`config.mk`:
```
export PLATFORM = sky130hd
export DESIGN_NAME = pipe_regfile_fwd
export DESIGN_NICKNAME = d
export VERILOG_FILES = /design/src/rtl/pipe_regfile_fwd.sv
export SDC_FILE = /design/constraint.sdc
export NUM_CORES = 1
export LEC_CHECK = 0
export CAP_MARGIN = 20
export CORE_AREA = 2 2 152 154
export DETAILED_ROUTE_END_ITERATION = 7
export DIE_AREA = 0 0 154 156
export DONT_BUFFER_PORTS = 1
export GPL_TIMING_DRIVEN = 0
export SLEW_MARGIN = 20
export SYNTH_ARGS = -nofsm -noshare
export SYNTH_HDL_FRONTEND = slang
export SYNTH_SLANG_ARGS = --single-unit
export TNS_END_PERCENT = 50
```
`constraint.sdc`:
```
create_clock -name clk -period 2.4 [get_ports clk]
set_input_delay 0.24 -clock clk [delete_from_list [all_inputs] [get_ports clk]]
set_output_delay 0.24 -clock clk [all_outputs]
set_load 0.005 [all_outputs]
```
`src/rtl/pipe_regfile_fwd.sv`:
```
// Register file with NRD registered read ports, EX/WB forwarding, a link-register write and a load-use scoreboard.
// Optional ZERO_REG_EN: register 0 hardwired to zero.
module pipe_regfile_fwd #(
  parameter int unsigned DATA_W = 16,
  parameter int unsigned NREGS  = 8,
  parameter int unsigned NRD    = 2,
  localparam int unsigned ADDR_W = $clog2(NREGS)
) (
  input  logic                    clk,
  input  logic                    reset,
  input  logic                    i_rd_en,
  input  logic [NRD*ADDR_W-1:0]   i_rd_addr,
  output logic [NRD*DATA_W-1:0]   o_rd_data,
  output logic                    o_rd_valid,
  output logic                    o_stall,
  input  logic                    i_ex_v,
  input  logic [ADDR_W-1:0]       i_ex_addr,
  input  logic [DATA_W-1:0]       i_ex_data,
  input  logic                    i_wr_en,
  input  logic [ADDR_W-1:0]       i_wr_addr,
  input  logic [DATA_W-1:0]       i_wr_data,
  input  logic                    i_link_en,
  input  logic [DATA_W-1:0]       i_link_data,
  input  logic                    i_ld_issue,
  input  logic [ADDR_W-1:0]       i_ld_addr,
  output logic [NREGS*DATA_W-1:0] o_tb_regs
);

`ifdef ZERO_REG_EN
  localparam bit ZERO_REG = 1'b1;
`else
  localparam bit ZERO_REG = 1'b0;
`endif

  localparam logic [ADDR_W-1:0] LINK_ADDR = ADDR_W'(NREGS - 1);

  logic [DATA_W-1:0]     regs [NREGS];
  logic [NREGS-1:0]      pending;
  logic [NRD*DATA_W-1:0] rd_next;
  logic                  stall_c;
  logic                  wr_ok;
  logic                  link_ok;
  logic                  ld_ok;
  logic [ADDR_W-1:0]     a;

  assign wr_ok   = i_wr_en && !(ZERO_REG && (i_wr_addr == '0));
  assign link_ok = i_link_en && !(i_wr_en && (i_wr_addr == LINK_ADDR));
  assign ld_ok   = i_ld_issue && !stall_c && !(ZERO_REG && (i_ld_addr == '0));
  assign o_stall = stall_c;

  // Per-port forwarding select and load-use hazard detection.
  always_comb begin
    rd_next = '0;
    stall_c = 1'b0;
    a       = '0;
    for (int k = 0; k < NRD; k++) begin
      a = i_rd_addr[k*ADDR_W +: ADDR_W];
      if (pending[a] && !(i_wr_en && (i_wr_addr == a)))
        stall_c = 1'b1;
      if (ZERO_REG && (a == '0))
        rd_next[k*DATA_W +: DATA_W] = '0;
      else if (i_ex_v && (i_ex_addr == a))
        rd_next[k*DATA_W +: DATA_W] = i_ex_data;
      else if (i_wr_en && (i_wr_addr == a))
        rd_next[k*DATA_W +: DATA_W] = i_wr_data;
      else if (link_ok && (a == LINK_ADDR))
        rd_next[k*DATA_W +: DATA_W] = i_link_data;
      else
        rd_next[k*DATA_W +: DATA_W] = regs[a];
    end
    stall_c = stall_c && i_rd_en;
  end

  // Array, scoreboard and read-port registers.
  always_ff @(posedge clk) begin
    if (reset) begin
      for (int i = 0; i < NREGS; i++) regs[i] <= '0;
      pending    <= '0;
      o_rd_data  <= '0;
      o_rd_valid <= 1'b0;
    end else begin
      if (wr_ok)   regs[i_wr_addr] <= i_wr_data;
      if (link_ok) regs[LINK_ADDR] <= i_link_data;
      // A same-cycle issue belongs to a younger load, so set beats clear.
      for (int i = 0; i < NREGS; i++) begin
        if (ld_ok && (i_ld_addr == ADDR_W'(i)))
          pending[i] <= 1'b1;
        else if (i_wr_en && (i_wr_addr == ADDR_W'(i)))
          pending[i] <= 1'b0;
      end
      o_rd_valid <= i_rd_en && !stall_c;
      if (i_rd_en && !stall_c) o_rd_data <= rd_next;
    end
  end

  for (genvar g = 0; g < NREGS; g++) begin : g_tb_regs
    assign o_tb_regs[g*DATA_W +: DATA_W] = regs[g];
  end

endmodule

```
### Yosys cells after proc, flatten, opt, wreduce, memory -nomap -nowiden

Memories as Yosys holds them, arrays and structs flattened.
Index checks and enable logic that the tools add are counted.

| operators by class | value |
|---|---|
| divide/modulo/power cells | 0 |
| shift-type cells | 0 |
| multiplexer cells | 40 |
| reductions and logical operators | 43 |
| order comparisons | 2 |
| bitwise logic cells | 1 |
| equal/unequal tests | 20 |
| add/sub/neg operators | 0 |
| multiply operators | 0 |

Operator list:

| operator | number |
|---|---|
| $mux 16 | 8 |
| $eq 3x3->1 const B | 10 |
| $mux 1 | 29 |
| $logic_and 1x1->1 | 28 |
| $reduce_bool 2->1 | 8 |
| $reduce_or 16->1 | 1 |
| $eq 3x2->1 const B | 4 |
| $eq 3x3->1 | 4 |
| $lt 3x4->1 const B | 2 |
| $bmux 1 s3 | 2 |
| $eq 3x1->1 const B | 2 |
| $logic_not 3->1 | 2 |
| $logic_not 1->1 | 4 |
| $mux 3 | 1 |
| $or 1x1->1 | 1 |

| storage, ports and cells | value |
|---|---|
| memories | 1 |
| latch bits | 0 |
| RAM bits | 128 |
| output and inout port bits | 162 |
| bits in registers | 41 |
| input port bits | 70 |
| memory bits (read-only) | 0 |

Memory list:

| name | words | bits a word | read ports | clocked after Yosys merged registers in | write ports | RTL line | source |
|---|---|---|---|---|---|---|---|
| regs | 8 | 16 | 10 | 0 | 8 | 37 | `logic [DATA_W-1:0] regs [NREGS];` |

### Logic depth before layout (Yosys ltp)

| depth | value |
|---|---|
| word-level depth | 11 |
| gate-level depth with buffers | 9 |
| gate-level depth less buffers | 5 |

### Least setup slack after synthesis

Ideal clock, no wire load.

| path | value |
|---|---|
| path type | input -> register |
| from | in i_rd_addr[0] |
| to | reg o_rd_data[7] |
| slack | 459 ps |
| arrival time | 1,871 ps |
| path buffers | 3 |
| stages on the path | 8 |
| cells stage by stage | buf_4 > mux4_2 > mux2i_1 > o221ai_2 > buf_4 > buf_6 > a311o_1 > a21oi_1 |

| on the way | value |
|---|---|
| cells in the longest elaborated chain, start to end | 9 |
| elaborated cells between the ends (all ways) | 19 |
| those cells by class | 3 x eq/ne; 7 x mux; 8 x reduce/logical; 1 x memory |

RTL lines:

| item | RTL line | source |
|---|---|---|
| start, declared | 12 | `input logic [NRD*ADDR_W-1:0] i_rd_addr,` |
| branches (longest 9 deep; another with $bmux 1 s3) | -- |  |
| end signal, assigned | 92 | `if (i_rd_en && !stall_c) o_rd_data <= rd_next;` |
| end, declared | 13 | `output logic [NRD*DATA_W-1:0] o_rd_data,` |

Parallel ways; which one is timed is not known. The select of a mux whose other input is x is not followed.
A chain may end at the register's enable or synchronous reset.

### Worst setup path in the final report

| path | value |
|---|---|
| from | in i_rd_addr[1] |
| to | out o_stall |

| on the way | value |
|---|---|
| cells in the longest elaborated chain, start to end | 7 |
| elaborated cells between the ends (all ways) | 9 |
| those cells by class | 1 x eq/ne; 4 x mux; 4 x reduce/logical |

RTL lines:

| item | RTL line | source |
|---|---|---|
| branches (longest 3 deep; another with $bmux 1 s3) | -- |  |
| $logic_and 1x1->1 * | 58 | `if (pending[a] && !(i_wr_en && (i_wr_addr == a)))` |
| $mux 1 * (2 in series) | 58 |  |
| $logic_and 1x1->1 * | 71 | `stall_c = stall_c && i_rd_en;` |
| end, declared | 15 | `output logic o_stall,` |

Every way passes the cells marked *. The select of a mux whose other input is x is not followed.

==> summary.md <==
| Metric | Value |
|---|---|
| Status | completed |
| Drt drc | 0 |
| Rows | 55 |
| CP Data Arrival Time | between 1.5 and 2 ns |
| Critical path's slowest cell | clkbuf_1 |
| Worst setup EP type | output port |
| Worst slew pin tran | roughly 1.1 ns |
| Headroom to the max-slew limit | between 20 and 30% |
| Die area | 24000 µm² |
| Crit path kind | in -> out |
| Post-synth top area cell | edfxtp_1 |
| Max incr delay on CP | roughly 0.42 ns |
| Die Ht | approximately 160 µm |
| Initial core utilization | a little over two fifths |
| Post-Syn Nets | 838 |
| Sequential power share | between 40% and 50% |
| Fin. max-slew vios | 0 |
| Minimum clock period | about 2.2 ns |
| Sw power | 2160 µW |
| RSZ-0062 raised after global routing | false |
| 1st-iter DRT viols | roughly 930 |
| Final period util | 92.7% |
| Ys async rst share | 0% |
| First-pass GRT wire length | a little over 50000 µm |
| Most frequent cell after synthesis | edfxtp_1 |
| Clock share of power | about two fifths |
| FF-to-FF path depth | 7 |
| FF+latch count, synth | ~170 |
| Post-DP HPWL | ~26000 µm |
| CTS Buf Count | 17 |
| Post-detailed-route count of antenna-violating nets | 0 |
| Layout cell share with drive strength beyond 1 | between 15 and 20% |
| Postcts setup bufs | 0 |
| Syn Std Cell Area | 9520 µm² |
| GRT Overall Usage | between 20% and 30% |
| # IOs | between 200 and 250 |
| H-tree depth | 4 |
| CP Launch Type | primary input |
| Netlist cell types | 38 |
| Via density | around 6.6 |
| Critical-path maximum fanout | 10 |
| Cell count after synthesis | between 700 and 800 |
| Area of the core | roughly 22000 µm² |
| Number of inserted diodes | 0 |
| TritonCTS clock tree | done |
| Switching Fraction | approximately 28% |
| Crit Reg-Reg Startpoint | pending[6]$_SDFFE_PP0P_ |
| Final Skew | around 0.0088 ns |
| Initial antenna violation count | 0 |
| Worst-Skew Late Latency | between 0.4 and 0.5 ns |
| CTS root buffer | clkbuf_16 |
| Combinational Power Share | between 10 and 15% |
| Vias in the first global route | ~7700 |
| Pwr/cell area | around 710 nW/µm² |
| Area Growth Syn to Fin | 14.6% |
| Reg-to-reg endpoint | o_rd_data[24]$_SDFFE_PP0P_ |
| Via Count | between 7000 and 8000 |
| Hold Crit Class | in -> reg |
| Clock buffer depth | 2 |
| Post-synth top flop | edfxtp_1 |
| Final Setup Violations | 0 |
| Most used cell, CP | buf_2 |
| Wire per inst | between 30 and 40 µm |
| R2R Setup Slk | between 0.3 and 0.4 ns |
| HP Start | i_wr_data[9] |
| Worst hold stages | 1 |
| Endpoints failing hold | 0 |
| Hold worst-path end | regs[3][9]$_SDFFCE_PN0P_ |
| Power Total | a little under 8000 µW |
| CTS Sinks | ~170 |
| Max_cap viols | 0 |
| Placer Congestion | 0.952 |
| Top cells by count, synth | 128 x edfxtp_1, 112 x and2_1, 68 x mux4_2 |
| Post-CTS resize count | 0 |
| Required time of the worst setup path | approximately 2.2 ns |
| Top-area cell type share of the netlist area | between 40% and 50% |
| Internal Power | 5590 µW |
| DRT Wirelength | between 30000 and 40000 µm |
| 1st-pass router iterations | 5 |
| Largest net degree at the start of global routing | 18 |
| CP cell instances | buf_2 -> xnor2_1 -> and4_1 -> buf_2 -> clkbuf_1 -> o22ai_1 -> nand2_1 -> inv_1 |
| VDD IR max | roughly 470 µV |
| Post-synth EDFFs | about 130 |
| IO buf count | 0 |
| Placed Cells | 1053 |
| GRT overflow | 0 |
| Final nets | roughly 890 |
| Fillers | about 2000 |
| P_leak | between 0.003 and 0.004 µW |
| Post-Syn Area per Cell | 12.4 µm² |
| Max Fclk | 449 MHz |
| Yosys Warn Count | 0 |
| Dominant cells by area after synthesis | edfxtp_1 40%, mux4_2 16%, dfxtp_1 8.6% |
| Non-filler cells, final | 1122 |
| Die X-Extent | 154 µm |
| Post-synthesis sequential area ratio | ~49% |
| Clock-pin slew on the worst setup and hold paths | 0.08 ns |
[repair_timing]
item	CTS	global route
endpoints found under the setup margin	0	1
hold buffers	22	16
endpoints found under the hold margin	81	20
[layer usage]
layer | wire (µm) | track usage, % | vias up
li1 | - | - | 3069
met1 | 12300 | 34.2 | 3725
met2 | 17600 | 49.7 | 536
met3 | 4680 | 12.5 | 91
met4 | 1440 | 10.9 | 0
met5 | 0 | 0 | -
[placed cells by master, fill, tap and decap left out, types with 33 or more instances in the layout]
cell type / Yosys / layout
dlygate4sd3_1: 0 / 38
a21oi_1: 36 / 36
clkbuf_1: 34 / 33
nor2_1: 38 / 38
dfxtp_1: 41 / 41
nor3_1: 38 / 38
mux2i_1: 34 / 34
edfxtp_1: 128 / 128
nand2_1: 67 / 67
and2_1: 112 / 112
mux4_2: 68 / 68
[stage by stage]
stage / hold slack [ns] / utilization, % / cell area [µm²] / setup slack (ns) / TNS [ns]
CTS: 0.000153 / 48.1 / 10700 / 0.118 / 0
finish: 0.00825 / 48.8 / 10900 / 0.174 / 0
floorplan: 0.394 / - / 9520 / 0.459 / 0
detailed placement: 0.403 / 44.2 / 9890 / -0.139 / -1.63
global route: 0.000511 / 48.8 / 10900 / 0.0195 / 0
global placement: 0.398 / 44.2 / 9870 / -0.392 / -7.47
[registers in the layout, indices dropped and copies added (netlist names)]
register and flops:
regs 128, pending 8, o_rd_data 32, o_rd_valid 1
[worst max-delay path by stage]
stage | from | to | slack, ns | cells past startpoint
floorplan | i_rd_addr[0] | o_rd_data[7]$_SDFFE_PP0P_ | 0.46 | 8
global placement | i_wr_addr[2] | regs[3][11]$_SDFFCE_PN0P_ | -0.39 | 3
detailed placement | i_wr_addr[1] | regs[0][10]$_SDFFCE_PN0P_ | -0.14 | 6
CTS | i_rd_addr[4] | o_stall | 0.12 | 8
global route | i_rd_addr[1] | o_stall | 0.02 | 8
finish | i_rd_addr[1] | o_stall | 0.17 | 8
[critical path, delay by kind of cell]
kind	cells	cell delay, ns
AO/OA/AOI/OAI	1	0.21
XOR/XNOR	1	0.15
AND/OR/NAND/NOR	2	0.40
buffers and inverters	4	0.97
[kinds of logic after synthesis]
kind of cell           Yosys count  synth area share (%)
buffers and inverters           77                  4.08
flip-flops                     169                  49.0
XOR/XNOR                        12                  1.10
AND/OR/NAND/NOR                278                  15.1
multiplexers                   102                  19.7
AO/OA/AOI/OAI                  130                  11.0
[power by group through the flow]
stage / Sequential [µW] / Combinational (µW) / Clock [µW]
after floorplan: 3570 / 761 / 0
after global placement: 3680 / 1020 / 0
after detailed placement: 3690 / 1050 / 0
after CTS: 3630 / 1100 / 3010
after global routing: 3650 / 1190 / 3150
final: 3630 / 1140 / 2990
[area by class of cell]
class	instances	area, µm²	area share (%)
plain buffers	68	354	3.25
clock buffers	17	425	3.90
clock inverters	15	210	1.93
inverters	8	30.0	0.275
multi-input cells	522	4480	41.1
flip-flops and latches	169	4660	42.8
well taps	285	357	3.27
repair buffers	38	380	3.49
Power figures use the tool's default switching activity.
